**src/rtl/jstk_pkg.sv**
```systemverilog
// Shared types and constants for the joystick frame reader.
// Frame layout indices, button bits, command byte and reset centre.
package jstk_pkg;

  typedef enum logic [2:0] {
    ST_IDLE,
    ST_SETUP,
    ST_SHIFT,
    ST_GAP,
    ST_HOLD,
    ST_DONE
  } jstk_state_e;

  localparam logic [2:0] BYTE_X_LO = 3'd0;
  localparam logic [2:0] BYTE_X_HI = 3'd1;
  localparam logic [2:0] BYTE_Y_LO = 3'd2;
  localparam logic [2:0] BYTE_Y_HI = 3'd3;
  localparam logic [2:0] BYTE_BTN  = 3'd4;

  localparam int BTN_STICK = 0;
  localparam int BTN_1     = 1;

  localparam logic [7:0] CMD_LED_OFF = 8'h80;
  localparam logic [9:0] POS_CENTRE  = 10'd512;

  localparam int DIR_L = 0;
  localparam int DIR_R = 1;
  localparam int DIR_U = 2;
  localparam int DIR_D = 3;

endpackage

```
**src/rtl/jstk_frame_reader_spi_byte_shifter.sv**
```systemverilog
// Mode-0 single-byte SPI engine: rise on start, 16 half periods,
// done in the last clk of the trailing low half.
module spi_byte_shifter #(
  parameter int SCLK_HALF = 50
) (
  input  logic       clk,
  input  logic       rst,
  input  logic       start,
  input  logic [7:0] tx_byte,
  input  logic       miso,
  output logic       busy,
  output logic [7:0] rx_byte,
  output logic       done,
  output logic       sclk,
  output logic       mosi
);

  localparam logic [15:0] HLAST = 16'(SCLK_HALF - 1);

  logic       busy_q, busy_d;
  logic       sclk_q, sclk_d;
  logic [3:0] ph_q, ph_d;
  logic [15:0] hc_q, hc_d;
  logic [7:0] tx_q, tx_d;
  logic [7:0] rx_q, rx_d;
  logic       half_end;

  assign half_end = busy_q && (hc_q == HLAST);

  always_comb begin
    busy_d = busy_q;
    sclk_d = sclk_q;
    ph_d   = ph_q;
    hc_d   = hc_q;
    tx_d   = tx_q;
    rx_d   = rx_q;
    if (start && !busy_q) begin
      busy_d = 1'b1;
      sclk_d = 1'b1;
      ph_d   = 4'd0;
      hc_d   = 16'd0;
      tx_d   = tx_byte;
      rx_d   = {rx_q[6:0], miso};
    end else if (busy_q) begin
      hc_d = hc_q + 16'd1;
      if (half_end) begin
        hc_d = 16'd0;
        ph_d = ph_q + 4'd1;
        if (ph_q == 4'd15) begin
          busy_d = 1'b0;
          sclk_d = 1'b0;
        end else if (!ph_q[0]) begin
          sclk_d = 1'b0;
          tx_d   = {tx_q[6:0], 1'b0};
        end else begin
          sclk_d = 1'b1;
          rx_d   = {rx_q[6:0], miso};
        end
      end
    end
  end

  always_ff @(posedge clk or posedge rst) begin
    if (rst) begin
      busy_q <= 1'b0;
      sclk_q <= 1'b0;
      ph_q   <= 4'd0;
      hc_q   <= 16'd0;
      tx_q   <= 8'd0;
      rx_q   <= 8'd0;
    end else begin
      busy_q <= busy_d;
      sclk_q <= sclk_d;
      ph_q   <= ph_d;
      hc_q   <= hc_d;
      tx_q   <= tx_d;
      rx_q   <= rx_d;
    end
  end

  // Before the first rise MOSI already presents the MSB of tx_byte.
  assign mosi    = busy_q ? tx_q[7] : tx_byte[7];
  assign busy    = busy_q;
  assign rx_byte = rx_q;
  assign sclk    = sclk_q;
  assign done    = half_end && (ph_q == 4'd15);

endmodule

```
**src/rtl/jstk_frame_reader.sv**
```systemverilog
// Joystick poller: 5-byte SPI frame, X/Y capture, threshold
// classification and hold-to-repeat direction pulses.
module jstk_frame_reader
  import jstk_pkg::*;
#(
  parameter int SCLK_HALF    = 50,
  parameter int SS_SETUP     = 1500,
  parameter int BYTE_GAP     = 1000,
  parameter int POLL_CYCLES  = 1_000_000,
  parameter int LOW_TH       = 300,
  parameter int HIGH_TH      = 700,
  parameter int REPEAT_POLLS = 20
) (
  input  logic       clk,
  input  logic       rst,
  input  logic       MISO,
  output logic       SS,
  output logic       MOSI,
  output logic       SCLK,
  output logic       left,
  output logic       right,
  output logic       up,
  output logic       down,
  output logic       click,
  output logic       down_click,
  output logic [9:0] x_pos,
  output logic [9:0] y_pos,
  output logic       frame_valid
);

  localparam logic [31:0] SU_LAST   = 32'(SS_SETUP - 1);
  localparam logic [31:0] GAP_LAST  = 32'(BYTE_GAP - 1);
  localparam logic [31:0] POLL_LAST = 32'(POLL_CYCLES - 1);
  localparam logic [9:0]  LO        = 10'(LOW_TH);
  localparam logic [9:0]  HI        = 10'(HIGH_TH);
  localparam logic [5:0]  RP        = 6'(REPEAT_POLLS);

  jstk_state_e state_q, state_d;
  logic [31:0] tmr_q, tmr_d;
  logic [31:0] poll_q, poll_d;
  logic [2:0]  byte_q, byte_d;
  logic [7:0]  xl_q, xl_d, yl_q, yl_d, btn_q, btn_d;
  logic [1:0]  xh_q, xh_d, yh_q, yh_d;
  logic [9:0]  x_q, x_d, y_q, y_d;
  logic        clk_q, clk_d, dclk_q, dclk_d;
  logic        fv_q, fv_d;
  logic [3:0]  pulse_q, pulse_d;
  logic [3:0]  act_q, act_d;
  logic [3:0][4:0] hc_q, hc_d;

  logic        sh_start, sh_busy, sh_done;
  logic [7:0]  tx_byte, rx_byte;
  logic        commit;
  logic [9:0]  x_new, y_new;
  logic [3:0]  act_now;
  logic [5:0]  nxt;

  spi_byte_shifter #(
    .SCLK_HALF(SCLK_HALF)
  ) u_shift (
    .clk    (clk),
    .rst    (rst),
    .start  (sh_start),
    .tx_byte(tx_byte),
    .miso   (MISO),
    .busy   (sh_busy),
    .rx_byte(rx_byte),
    .done   (sh_done),
    .sclk   (SCLK),
    .mosi   (MOSI)
  );

  always_ff @(posedge clk or posedge rst) begin
    if (rst) state_q <= ST_IDLE;
    else     state_q <= state_d;
  end

  always_comb begin
    state_d = state_q;
    unique case (state_q)
      ST_IDLE:
        if (poll_q == 32'd0) state_d = ST_SETUP;
      ST_SETUP:
        if (tmr_q == SU_LAST) state_d = ST_SHIFT;
      ST_SHIFT:
        if (sh_done)
          state_d = (byte_q == BYTE_BTN) ? ST_HOLD : ST_GAP;
      ST_GAP:
        if (tmr_q == GAP_LAST) state_d = ST_SHIFT;
      ST_HOLD:
        if (tmr_q == SU_LAST) state_d = ST_DONE;
      ST_DONE:
        state_d = (poll_q == 32'd0) ? ST_SETUP : ST_IDLE;
      default:
        state_d = ST_IDLE;
    endcase
  end

  always_comb begin
    SS       = 1'b1;
    sh_start = 1'b0;
    tx_byte  = 8'h00;
    commit   = 1'b0;
    unique case (state_q)
      ST_SETUP: begin
        SS       = 1'b0;
        sh_start = (tmr_q == SU_LAST) && !sh_busy;
        tx_byte  = CMD_LED_OFF;
      end
      ST_SHIFT: begin
        SS = 1'b0;
        if (byte_q == BYTE_X_LO) tx_byte = CMD_LED_OFF;
      end
      ST_GAP: begin
        SS       = 1'b0;
        sh_start = (tmr_q == GAP_LAST) && !sh_busy;
      end
      ST_HOLD: begin
        SS     = 1'b0;
        commit = (tmr_q == SU_LAST);
      end
      default: ;
    endcase
  end

  assign x_new = {xh_q, xl_q};
  assign y_new = {yh_q, yl_q};

  always_comb begin
    act_now        = 4'd0;
    act_now[DIR_L] = x_new < LO;
    act_now[DIR_R] = x_new > HI;
    act_now[DIR_U] = y_new > HI;
    act_now[DIR_D] = y_new < LO;
  end

  always_comb begin
    tmr_d  = (state_d != state_q) ? 32'd0 : tmr_q + 32'd1;
    // The poll period is measured SS fall to SS fall.
    if (state_d == ST_SETUP && state_q != ST_SETUP)
      poll_d = POLL_LAST;
    else if (poll_q != 32'd0)
      poll_d = poll_q - 32'd1;
    else
      poll_d = 32'd0;
    byte_d = byte_q;
    if (state_q == ST_IDLE || state_q == ST_DONE)
      byte_d = 3'd0;
    else if (sh_done)
      byte_d = byte_q + 3'd1;
    xl_d  = xl_q;
    xh_d  = xh_q;
    yl_d  = yl_q;
    yh_d  = yh_q;
    btn_d = btn_q;
    if (sh_done) begin
      case (byte_q)
        BYTE_X_LO: xl_d  = rx_byte;
        BYTE_X_HI: xh_d  = rx_byte[1:0];
        BYTE_Y_LO: yl_d  = rx_byte;
        BYTE_Y_HI: yh_d  = rx_byte[1:0];
        BYTE_BTN:  btn_d = rx_byte;
        default: ;
      endcase
    end
  end

  always_comb begin
    x_d     = x_q;
    y_d     = y_q;
    clk_d   = clk_q;
    dclk_d  = dclk_q;
    fv_d    = commit;
    pulse_d = 4'd0;
    act_d   = act_q;
    hc_d    = hc_q;
    nxt     = 6'd0;
    if (commit) begin
      x_d    = x_new;
      y_d    = y_new;
      clk_d  = btn_q[BTN_STICK];
      dclk_d = btn_q[BTN_1];
      act_d  = act_now;
      for (int i = 0; i < 4; i++) begin
        nxt = {1'b0, hc_q[i]} + 6'd1;
        if (nxt > 6'd31) nxt = 6'd31;
        if (!act_now[i]) begin
          hc_d[i] = 5'd0;
        end else if (!act_q[i]) begin
          pulse_d[i] = 1'b1;
          hc_d[i]    = 5'd0;
        end else if (RP != 6'd0 && nxt == RP) begin
          pulse_d[i] = 1'b1;
          hc_d[i]    = 5'd0;
        end else begin
          hc_d[i] = nxt[4:0];
        end
      end
    end
  end

  always_ff @(posedge clk or posedge rst) begin
    if (rst) begin
      tmr_q   <= 32'd0;
      poll_q  <= 32'd15;
      byte_q  <= 3'd0;
      xl_q    <= 8'd0;
      xh_q    <= 2'd0;
      yl_q    <= 8'd0;
      yh_q    <= 2'd0;
      btn_q   <= 8'd0;
      x_q     <= POS_CENTRE;
      y_q     <= POS_CENTRE;
      clk_q   <= 1'b0;
      dclk_q  <= 1'b0;
      fv_q    <= 1'b0;
      pulse_q <= 4'd0;
      act_q   <= 4'd0;
      hc_q    <= '0;
    end else begin
      tmr_q   <= tmr_d;
      poll_q  <= poll_d;
      byte_q  <= byte_d;
      xl_q    <= xl_d;
      xh_q    <= xh_d;
      yl_q    <= yl_d;
      yh_q    <= yh_d;
      btn_q   <= btn_d;
      x_q     <= x_d;
      y_q     <= y_d;
      clk_q   <= clk_d;
      dclk_q  <= dclk_d;
      fv_q    <= fv_d;
      pulse_q <= pulse_d;
      act_q   <= act_d;
      hc_q    <= hc_d;
    end
  end

  assign left        = pulse_q[DIR_L];
  assign right       = pulse_q[DIR_R];
  assign up          = pulse_q[DIR_U];
  assign down        = pulse_q[DIR_D];
  assign click       = clk_q;
  assign down_click  = dclk_q;
  assign x_pos       = x_q;
  assign y_pos       = y_q;
  assign frame_valid = fv_q;

endmodule

```
**config.mk**
```make
export PLATFORM = sky130hd
export DESIGN_NAME = jstk_frame_reader
export DESIGN_NICKNAME = d
export VERILOG_FILES = /design/src/rtl/jstk_pkg.sv /design/src/rtl/jstk_frame_reader_spi_byte_shifter.sv /design/src/rtl/jstk_frame_reader.sv
export SDC_FILE = /design/constraint.sdc
export NUM_CORES = 1
export LEC_CHECK = 0
export CORE_UTILIZATION = 35
export CTS_CLUSTER_SIZE = 20
export DETAILED_ROUTE_END_ITERATION = 8
export GPL_TIMING_DRIVEN = 0
export SLEW_MARGIN = 10
export SYNTH_ARGS = -nofsm -noshare
export SYNTH_HDL_FRONTEND = slang
export SYNTH_SLANG_ARGS = --single-unit
```
**constraint.sdc**
```tcl
create_clock -name clk -period 8.2 [get_ports clk]
set_input_delay 1.64 -clock clk [delete_from_list [all_inputs] [get_ports clk]]
set_output_delay 1.64 -clock clk [all_outputs]
set_load 0.03 [all_outputs]
```
==> flow_summary_export.csv, run 1 <==
group,metric,value,unit
critical_path,setup.worst_path.class,"flop to output pin",
global_routing,antenna_found_initial,0,
drt,routed-wl-met3,425,µm
sta,slew_margin_rel,40.2,%
power,static-leakage-power,4.43,nW
sta,clock_period_minus_final_worst_setup_slack,4.52,ns
synthesis,synth-edff-count,0,
power,sequentialPowerShare,51.0,%
critical_path,arrival,2.88,ns
status,status,"completed",
power,power.share.clock,47.9,%
synthesis,yosys.cell_types.count,65,
drt,routed_via_density,5.04,
global_routing,grt_max_degree,94,
cts,worst_skew_pair.late_latency,0.44,ns
drt,wire_per_inst,13.9,µm
critical_path,crit_path_top_delay_cell,"clkdlybuf4s50_1",
cts,clock_buffer_count_from_cts,17,
final_layout,final_nets,941,
power,peakVddDrop,0.113,mV
cts,clkTransAtPathRegs,0.07,ns
synthesis,synth_seq_area_share,51.1,%
drt,route.top_layer_used,"met4",
global_routing,grt_pass1_vias,6177,
sta,final.setup.tns,0,ns
synthesis,syn_inst,872,
critical_path,critical_path_required,6.56,ns
global_routing,globalRouteTotalUtil,15.2,%
die,std_cell_rows,56,
drt,route.vias.total,6335,
sta,clock.fmax,221,MHz
power,swShare,23.6,%
cts,htree_depth,4,
cts,cts_buffer_depth,2,
die,die_h,158,µm
cts,cts_hold_repair.buffers,0,
die,boundaryPins,33,
synthesis,synth_nets,889,
final_layout,most-common-layout-cells,"dfrtp_1, nand2_1, nor2_1",
critical_path,worstSetupStartpointType,"flop",
sta,skew,0.0166,ns
critical_path,cp_slowest_stage_delay,0.74,ns
cts,cts_resized,0,
drt,post_route_wl,17500,µm
final_layout,final-instance-count-excl-fill,1256,
sta,setup_repair_after_global_routing_missed_its_margin,"false",
power,power_frac_comb,1.1,%
final_layout,ratio_of_cells_with_drive_above_1_in_the_final_layout,9.82,%
placed_design,placed_cells,1224,
power,power.density,170,nW/µm²
critical_path,worst_setup_path_end_kind,"output pin",
critical_path,critical_path.max_fanout,10,
drt,remaining_routing_drc_violations,0,
global_routing,grt_pass1_wl,30400,µm
cts,root_buffer,"clkbuf_16",
cts,tritoncts_clock_tree,"yes",
flow_run,max_cap_viol_count,0,
drt,met2_length,8200,µm
power,p_switching,397,µW
synthesis,synthesis.area,8540,µm²
final_layout,antenna_cells_inserted,0,
sta,timing_max_transition_violations_final,0,
synthesis,syn_area_per_cell,9.79,µm²
min_path,hold_path.class,"flop to flop",
placed_design,portBuffers,32,
synthesis,ys_seq_elements,174,
drt,detailedRoute.firstIterationViolations,304,
placed_design,routabilityCongestion,0.800,
cts,tritoncts_num_sinks,174,
synthesis,synth-warning-count,0,
cts,cts_post_setup_buffers_inserted,0,
die,initial_core_util,36.1,%
sta,finalSetupViolCount,0,
global_routing,grt_remaining_overflow,0,
placed_design,hpwlAfterDp,12100,µm
critical_path,crit_path_cells,"clkinv_1, nor4b_1, a21oi_1, or2_2, o21ai_0, clkdlybuf4s50_1",
sta,min_period_over_period,55.2,%
synthesis,fraction_of_registers_with_async_set_reset,100,%
drt,antenna_left,0,
die,chipWidth,158,µm
sta,finalHoldViolCount,0,
final_layout,final_common_cell,"dfrtp_1",
die,fp.dieArea,25000,µm²
final_layout,area.growth.synth_to_final,15.8,%
sta,max_slew.worst_pin.slew,0.890,ns
drt,detailedRoute.firstPassIterationCount,5,
power,intPower,1.28,mW
die,core_region_area,23700,µm²
drt,wl_met1,8710,µm
synthesis,dominant_synthesized_flop_cell,"dfrtp_1",
-- state kept, by name, indices dropped and copies added (netlist names), 10 cells and up --
register      count
tmr_q            32
u_shift.hc_q     16
x_pos            10
poll_q           32
hc_q             20
y_pos            10
-- routing by layer --
metal	track usage, %	vias to the layer above
met3	2.96	11
met5	0	-
met4	5.17	0
li1	-	3162
met1	20.7	3081
met2	24.1	81
-- per-stage QoR --
| step | setup WS [ns] | power (mW) | util, % | area (µm²) | hold slack, ns |
|---|---|---|---|---|---|
| floorplan | 1.85 | 0.887 | - | 8540 | 0.441 |
| global placement | -0.636 | 0.893 | 39.1 | 9260 | 0.442 |
| detailed placement | 4.11 | 0.895 | 39.2 | 9290 | 0.449 |
| CTS | 3.61 | 1.71 | 41.7 | 9880 | 0.460 |
| global route | 3.41 | 1.74 | 41.8 | 9890 | 0.485 |
| finish | 3.68 | 1.68 | 41.8 | 9890 | 0.455 |
-- power groups by stage --
stage / Sequential (mW) / Combinational [mW] / Clock, mW
floorplan: 0.875 / 0.0124 / 0
global placement: 0.875 / 0.0186 / 0
detailed placement: 0.874 / 0.0208 / 0
CTS: 0.858 / 0.0206 / 0.831
global route: 0.857 / 0.0231 / 0.864
finish: 0.858 / 0.0189 / 0.805
-- cells in the mapped netlist (7+ instances only) --
cell	count	area share, %
dfrtp_1	168	49
nand2_1	158	6.9
nor2_1	73	3.2
nor3_1	47	2.8
a21oi_1	41	2.4
xor2_1	36	3.7
xnor2_1	34	3.5
mux2_2	32	4.2
nand3_1	30	1.8
nand4_1	27	2.0
clkbuf_1	21	0.92
o21ai_0	19	1.1
inv_1	17	0.75
nor4_1	17	1.2
ha_1	14	2.1
and3_1	13	0.95
and2_1	8	0.59
nor2b_1	8	0.59
or3_1	7	0.51
-- cells by family after synthesis --
family	synth area share [%]
simple gates	25.1
flops	51.1
compound gates	7.56
xor+xnor	7.18
buf+inv	2.24
mux	4.75
fa+ha+maj	2.05
-- worst max-delay path, delay by kind of cell (launching register included) --
family          cells  cell delay, ns
buf+inv             2            1.02
simple gates        2            0.61
compound gates      2            0.37
flops               1            0.45
-- final timing paths --
path,startpoint,to,slack (ns),cells after the start
worst max-delay path,state_q[1],MOSI,3.68,6
worst min-delay path,x_pos[9],x_pos[9],0.45,2
worst max register to register,u_shift.hc_q[6],tmr_q[7],5.23,7
worst min register to register,x_pos[9],x_pos[9],0.45,2
max in group asynchronous,rst,x_pos[9],5.68,3
min in group asynchronous,rst,poll_q[24],1.65,2
-- area by class of cell --
cell class,instances,area [µm²]
Buffer,29,124
Clock buffer,19,453
Clock inverter,13,138
Fill cell,2358,13800
Inverter,18,75.1
Multi-Input combinational cell,651,3990
Sequential cell,174,4360
Tap cell,319,399
Timing Repair Buffer,33,348
(Power assumes the default switching activity.)
==> inputs of run 2 (changes only) <==
==> constraint.sdc (replaced) <==
create_clock -name clk -period 4.65 [get_ports clk]
set_input_delay 0.93 -clock clk [delete_from_list [all_inputs] [get_ports clk]]
set_output_delay 0.93 -clock clk [all_outputs]
set_load 0.03 [all_outputs]
==> flow_summary_export.csv, run 2 (synthesis gave the netlist of run 1 again) <==
group,metric,value,unit
sta,finalHoldViolCount,0,
global_routing,grt_pass1_vias,6208,
critical_path,worstReg2RegEnd,"tmr_q[18]",
cts,htree_depth,4,
cts,clock_buffer_count_from_cts,17,
placed_design,portBuffers,32,
die,std_cell_rows,56,
drt,detailedRoute.firstIterationViolations,248,
cts,tritoncts_clock_tree,"yes",
final_layout,layout_top_registers,"poll_q: 32 flops, tmr_q: 32 flops, hc_q: 20 flops",
final_layout,finish.utilization,42.4,%
placed_design,pre_cts_slack,1.35,ns
sta,max_slew.worst_pin.slew,0.851,ns
power,power.density,301,nW/µm²
sta,setup_slack,0.900,ns
final_layout,final_common_cell,"dfrtp_1",
critical_path,path_delay_family,"buffers and inverters",
critical_path,timing.critical_path.from,"state_q[1]",
sta,finalSetupViolCount,0,
cts,cts_resized,0,
critical_path,cp_slowest_stage_delay,0.73,ns
critical_path,setup.worst_path.class,"flop to output pin",
final_layout,area.growth.synth_to_final,17.6,%
critical_path,worstSetupStartpointType,"flop",
critical_path,arrival,2.82,ns
power,static-leakage-power,4.48,nW
drt,post_route_wl,17500,µm
power,finalPower,3.02,mW
critical_path,crit_path_cells,"clkinv_1, nor4b_1, a21oi_1, or2_2, o21ai_0, clkdlybuf4s50_1",
cts,worst_skew_pair.late_latency,0.45,ns
critical_path,crit_path_top_delay_cell,"clkdlybuf4s50_1",
power,peakVddDrop,0.222,mV
final_layout,final-instance-count-excl-fill,1261,
critical_path,worst_r2r_startpoint,"u_shift.hc_q[6]",
cts,root_buffer,"clkbuf_16",
placed_design,dpl-instance-area,9410,µm²
final_layout,final_design_area_no_fill,10000,µm²
critical_path,critical_path_cell_count,6,
critical_path,worst_setup_path_end_kind,"output pin",
cts,cts_buffer_depth,2,
critical_path,worstRegToRegCells,7,
drt,routed_via_density,5.07,
final_layout,antenna_cells_inserted,0,
sta,holdWs,0.452,ns
placed_design,placed_cells,1229,
critical_path,rrSetupSlack,1.63,ns
die,core_region_area,23700,µm²
die,die_h,158,µm
die,initial_core_util,36.1,%
sta,timing_max_transition_violations_final,0,
die,chipWidth,158,µm
sta,min_period_over_period,80.6,%
cts,cts_hold_repair.buffers,0,
critical_path,crit_path_end,"MOSI",
sta,setup_repair_after_global_routing_missed_its_margin,"false",
global_routing,grt_pass1_wl,30400,µm
global_routing,grt_max_degree,36,
sta,slew_margin_rel,42.8,%
drt,antenna_left,0,
placed_design,hpwlAfterDp,12300,µm
die,fp.dieArea,25000,µm²
cts,clkTransAtPathRegs,0.08,ns
placed_design,routabilityCongestion,0.808,
die,boundaryPins,33,
drt,remaining_routing_drc_violations,0,
final_layout,most-common-layout-cells,"dfrtp_1, nand2_1, nor2_1",
global_routing,antenna_found_initial,0,
critical_path,critical_path_required,3.72,ns
sta,final.setup.tns,0,ns
cts,tritoncts_num_sinks,174,
cts,cts_post_setup_buffers_inserted,0,
final_layout,final_nets,946,
global_routing,globalRouteTotalUtil,15.3,%
drt,detailedRoute.firstPassIterationCount,4,
final_layout,ratio_of_cells_with_drive_above_1_in_the_final_layout,10.3,%
global_routing,grt_remaining_overflow,0,
status,status,"completed",
sta,skew,0.0221,ns
critical_path,critical_path.max_fanout,10,
critical_path,crit_buf_inv,2,
flow_run,max_cap_viol_count,0,
drt,wire_per_inst,13.9,µm
min_path,hold_path.class,"flop to flop",
sta,clock_period_minus_final_worst_setup_slack,3.75,ns
drt,route.vias.total,6389,
sta,clock.fmax,267,MHz
run 2: cell types whose count changed in the layout (fill, tap and decap cells not counted):
cell      delta
inv_12       +1
inv_8        -6
buf_16       +2
clkinv_8     +7
buf_12       +3
clkbuf_8     -2
run 2: final cells by class:
cell class	instances	area [µm²]
buffer	29	124
tap	319	399
clock buffer	17	425
inverter	18	71.3
fill	2350	13600
multi-input combinational	651	3990
clock inverter	15	204
timing repair buffer	38	463
sequential	174	4360
run 2: worst reg2reg max path: cells and delay by family (launching register included):
family	cells	cell delay, ns
buffers and inverters	1	0.25
multiplexers	1	0.36
AO/OA/AOI/OAI	1	0.18
flip-flops	1	0.44
AND/OR/NAND/NOR	4	1.63
run 2: how the worst min path moves through the flow:
stage	startpoint	endpoint	cells past startpoint
3_5_place_dp	x_pos[9]	x_pos[9]	2
4_1_cts	x_pos[9]	x_pos[9]	2
6_report	x_pos[9]	x_pos[9]	2
5_1_grt	x_pos[9]	x_pos[9]	2
3_3_place_gp	y_pos[9]	y_pos[9]	2
2_1_floorplan	btn_q[0]	click	2
run 2: routing by layer:
layer / routed length [µm] / GRT usage [%]
met1: 8640 / 20.1
met2: 8230 / 24.9
met3: 458 / 3.45
met4: 205 / 5.13
met5: 0 / 0
run 2: power breakdown:
group	internal (mW)	leakage (nW)	total [mW]	switching [mW]
combinational	0.0138	1.82	0.0454	0.0315
clock	0.739	0.302	1.46	0.722
sequential	1.51	2.36	1.51	0
==> inputs of run 3 (changes only) <==
==> constraint.sdc (replaced) <==
create_clock -name clk -period 3 [get_ports clk]
set_input_delay 0.6 -clock clk [delete_from_list [all_inputs] [get_ports clk]]
set_output_delay 0.6 -clock clk [all_outputs]
set_load 0.03 [all_outputs]
==> flow_summary_export.csv, run 3 (synthesis gave the netlist of run 1 again) <==
group,metric,value,unit
global_routing,antenna_found_initial,0,
cts,tritoncts_num_sinks,174,
drt,detailedRoute.firstPassIterationCount,5,
sta,max_slew.worst_pin.slew,0.807,ns
min_path,hold_path.class,"flop to flop",
global_routing,globalRouteTotalUtil,15.3,%
global_routing,grt_pass1_vias,6202,
critical_path,worstSetupStartpointType,"flop",
flow_run,max_cap_viol_count,0,
final_layout,layout.area.seq,4360,µm²
drt,routed_via_density,5.07,
power,swShare,24.9,%
die,initial_core_util,36.1,%
critical_path,worstRegToRegCells,9,
drt,post_route_wl,17600,µm
critical_path,critical_path_required,2.40,ns
power,power.share.clock,48.4,%
placed_design,placed_cells,1229,
cts,clock_buffer_count_from_cts,17,
critical_path,crit_path_top_delay_cell,"dfrtp_1",
global_routing,grt_pass1_wl,30400,µm
placed_design,hpwlAfterDp,12300,µm
sta,timing_max_transition_violations_final,0,
power,finalPower,4.68,mW
critical_path,setup.worst_path.class,"flop to output pin",
drt,route.vias.total,6404,
sta,setup_repair_after_global_routing_missed_its_margin,"false",
sta,slew_margin_rel,45.8,%
die,die_h,158,µm
power,power_frac_comb,1.5,%
power,intPower,3.51,mW
cts,tritoncts_clock_tree,"yes",
die,core_region_area,23700,µm²
sta,clock_period_minus_final_worst_setup_slack,2.83,ns
die,std_cell_rows,56,
final_layout,layout_top_registers,"poll_q: 32 flops, tmr_q: 32 flops, hc_q: 20 flops",
final_layout,most-common-layout-cells,"dfrtp_1, nand2_1, nor2_1",
sta,finalHoldViolCount,0,
final_layout,final_nets,948,
cts,root_buffer,"clkbuf_16",
final_layout,final-instance-count-excl-fill,1263,
final_layout,antenna_cells_inserted,0,
die,fp.dieArea,25000,µm²
sta,skew,0.0129,ns
power,peakVddDrop,0.347,mV
critical_path,rrSetupSlack,0.24,ns
placed_design,portBuffers,32,
critical_path,worst_setup_path_end_kind,"output pin",
cts,cts_buffer_depth,2,
cts,htree_depth,4,
min_path,min_path_cells,2,
sta,finalSetupViolCount,0,
final_layout,final.fill_count,2346,
final_layout,multi_input_area,4020,µm²
final_layout,area.growth.synth_to_final,18.1,%
status,status,"completed",
global_routing,grt_max_degree,36,
die,boundaryPins,33,
sta,clock.fmax,353,MHz
power,static-leakage-power,4.50,nW
power,power.density,464,nW/µm²
final_layout,ratio_of_cells_with_drive_above_1_in_the_final_layout,11.2,%
critical_path,critical_path.max_fanout,4,
cts,worst_skew_pair.late_latency,0.44,ns
drt,remaining_routing_drc_violations,0,
sta,holdWs,0.452,ns
sta,min_period_over_period,94.4,%
die,chipWidth,158,µm
drt,wire_per_inst,13.9,µm
power,p_switching,1.16,mW
power,sequentialPowerShare,50.1,%
drt,antenna_left,0,
drt,detailedRoute.firstIterationViolations,225,
global_routing,grt_remaining_overflow,0,
critical_path,crit_path_cells,"inv_1, ha_2, nor4b_1, a21oi_1, or2_2, o21ai_0, buf_4",
final_layout,final_common_cell,"dfrtp_1",
cts,clkTransAtPathRegs,0.08,ns
critical_path,cp_slowest_stage_delay,0.43,ns
critical_path,arrival,2.23,ns
placed_design,routabilityCongestion,0.808,
## run 3: critical path, delay by kind of cell, from the launching register on
family | cells | cell delay (ns)
AO/OA/AOI/OAI | 2 | 0.30
adder cells (fa/ha/maj) | 1 | 0.21
buffers and inverters | 2 | 0.32
flip-flops | 1 | 0.43
AND/OR/NAND/NOR | 2 | 0.54
## run 3: routing by layer
| layer | global-route usage (%) | wire (µm) | part of all wire, % |
|---|---|---|---|
| met5 | 0 | 0 | 0 |
| met4 | 5.08 | 221 | 1.3 |
| met1 | 20.1 | 8490 | 48 |
| met3 | 3.45 | 605 | 3.4 |
| met2 | 24.9 | 8240 | 47 |
## run 3: what timing repair did
action / CTS / global route
setup buffers: 0 / 2
hold endpoints to repair: 0 / 0
resized for setup: 8 / 6
hold buffers: 0 / 0
pin swaps: 0 / 1
setup endpoints to repair: 25 / 53
## run 3: layout make-up
cell class | instances | share of cell area (%)
plain buffers | 29 | 1.23
clock buffers | 17 | 4.22
clock inverters | 15 | 2.02
inverters | 18 | 0.720
multi-input cells | 651 | 39.9
flip-flops and latches | 174 | 43.3
well taps | 319 | 3.96
repair buffers | 40 | 4.72
## run 3: power groups by stage
stage	logic (mW)	clock network (mW)	registers (mW)
finish	0.0701	2.26	2.34
CTS	0.0752	2.34	2.34
global route	0.0822	2.42	2.34
detailed placement	0.0751	0	2.39
global placement	0.0511	0	2.39
floorplan	0.0343	0	2.39
## run 3: metrics by stage
stage / TNS (ns) / area, µm² / utilization (%) / setup slack [ns]
after floorplan: 0 / 8540 / - / 0.180
after global routing: 0 / 10100 / 42.6 / 0.00417
after global placement: -225.21 / 9260 / 39.1 / -1.33
after CTS: 0 / 10000 / 42.4 / 0.0858
final: 0 / 10100 / 42.6 / 0.167
after detailed placement: 0 / 9410 / 39.7 / 0.0270
## run 3: path summary, 6_finish.rpt
| path | from | to |
|---|---|---|
| min reg2reg | x_pos[9] | x_pos[9] |
| min | x_pos[9] | x_pos[9] |
| max reg2reg | u_shift.hc_q[1] | tmr_q[29] |
| min in group asynchronous | rst | u_shift.rx_byte[2] |
| max | byte_q[0] | MOSI |
| max in group asynchronous | rst | poll_q[0] |
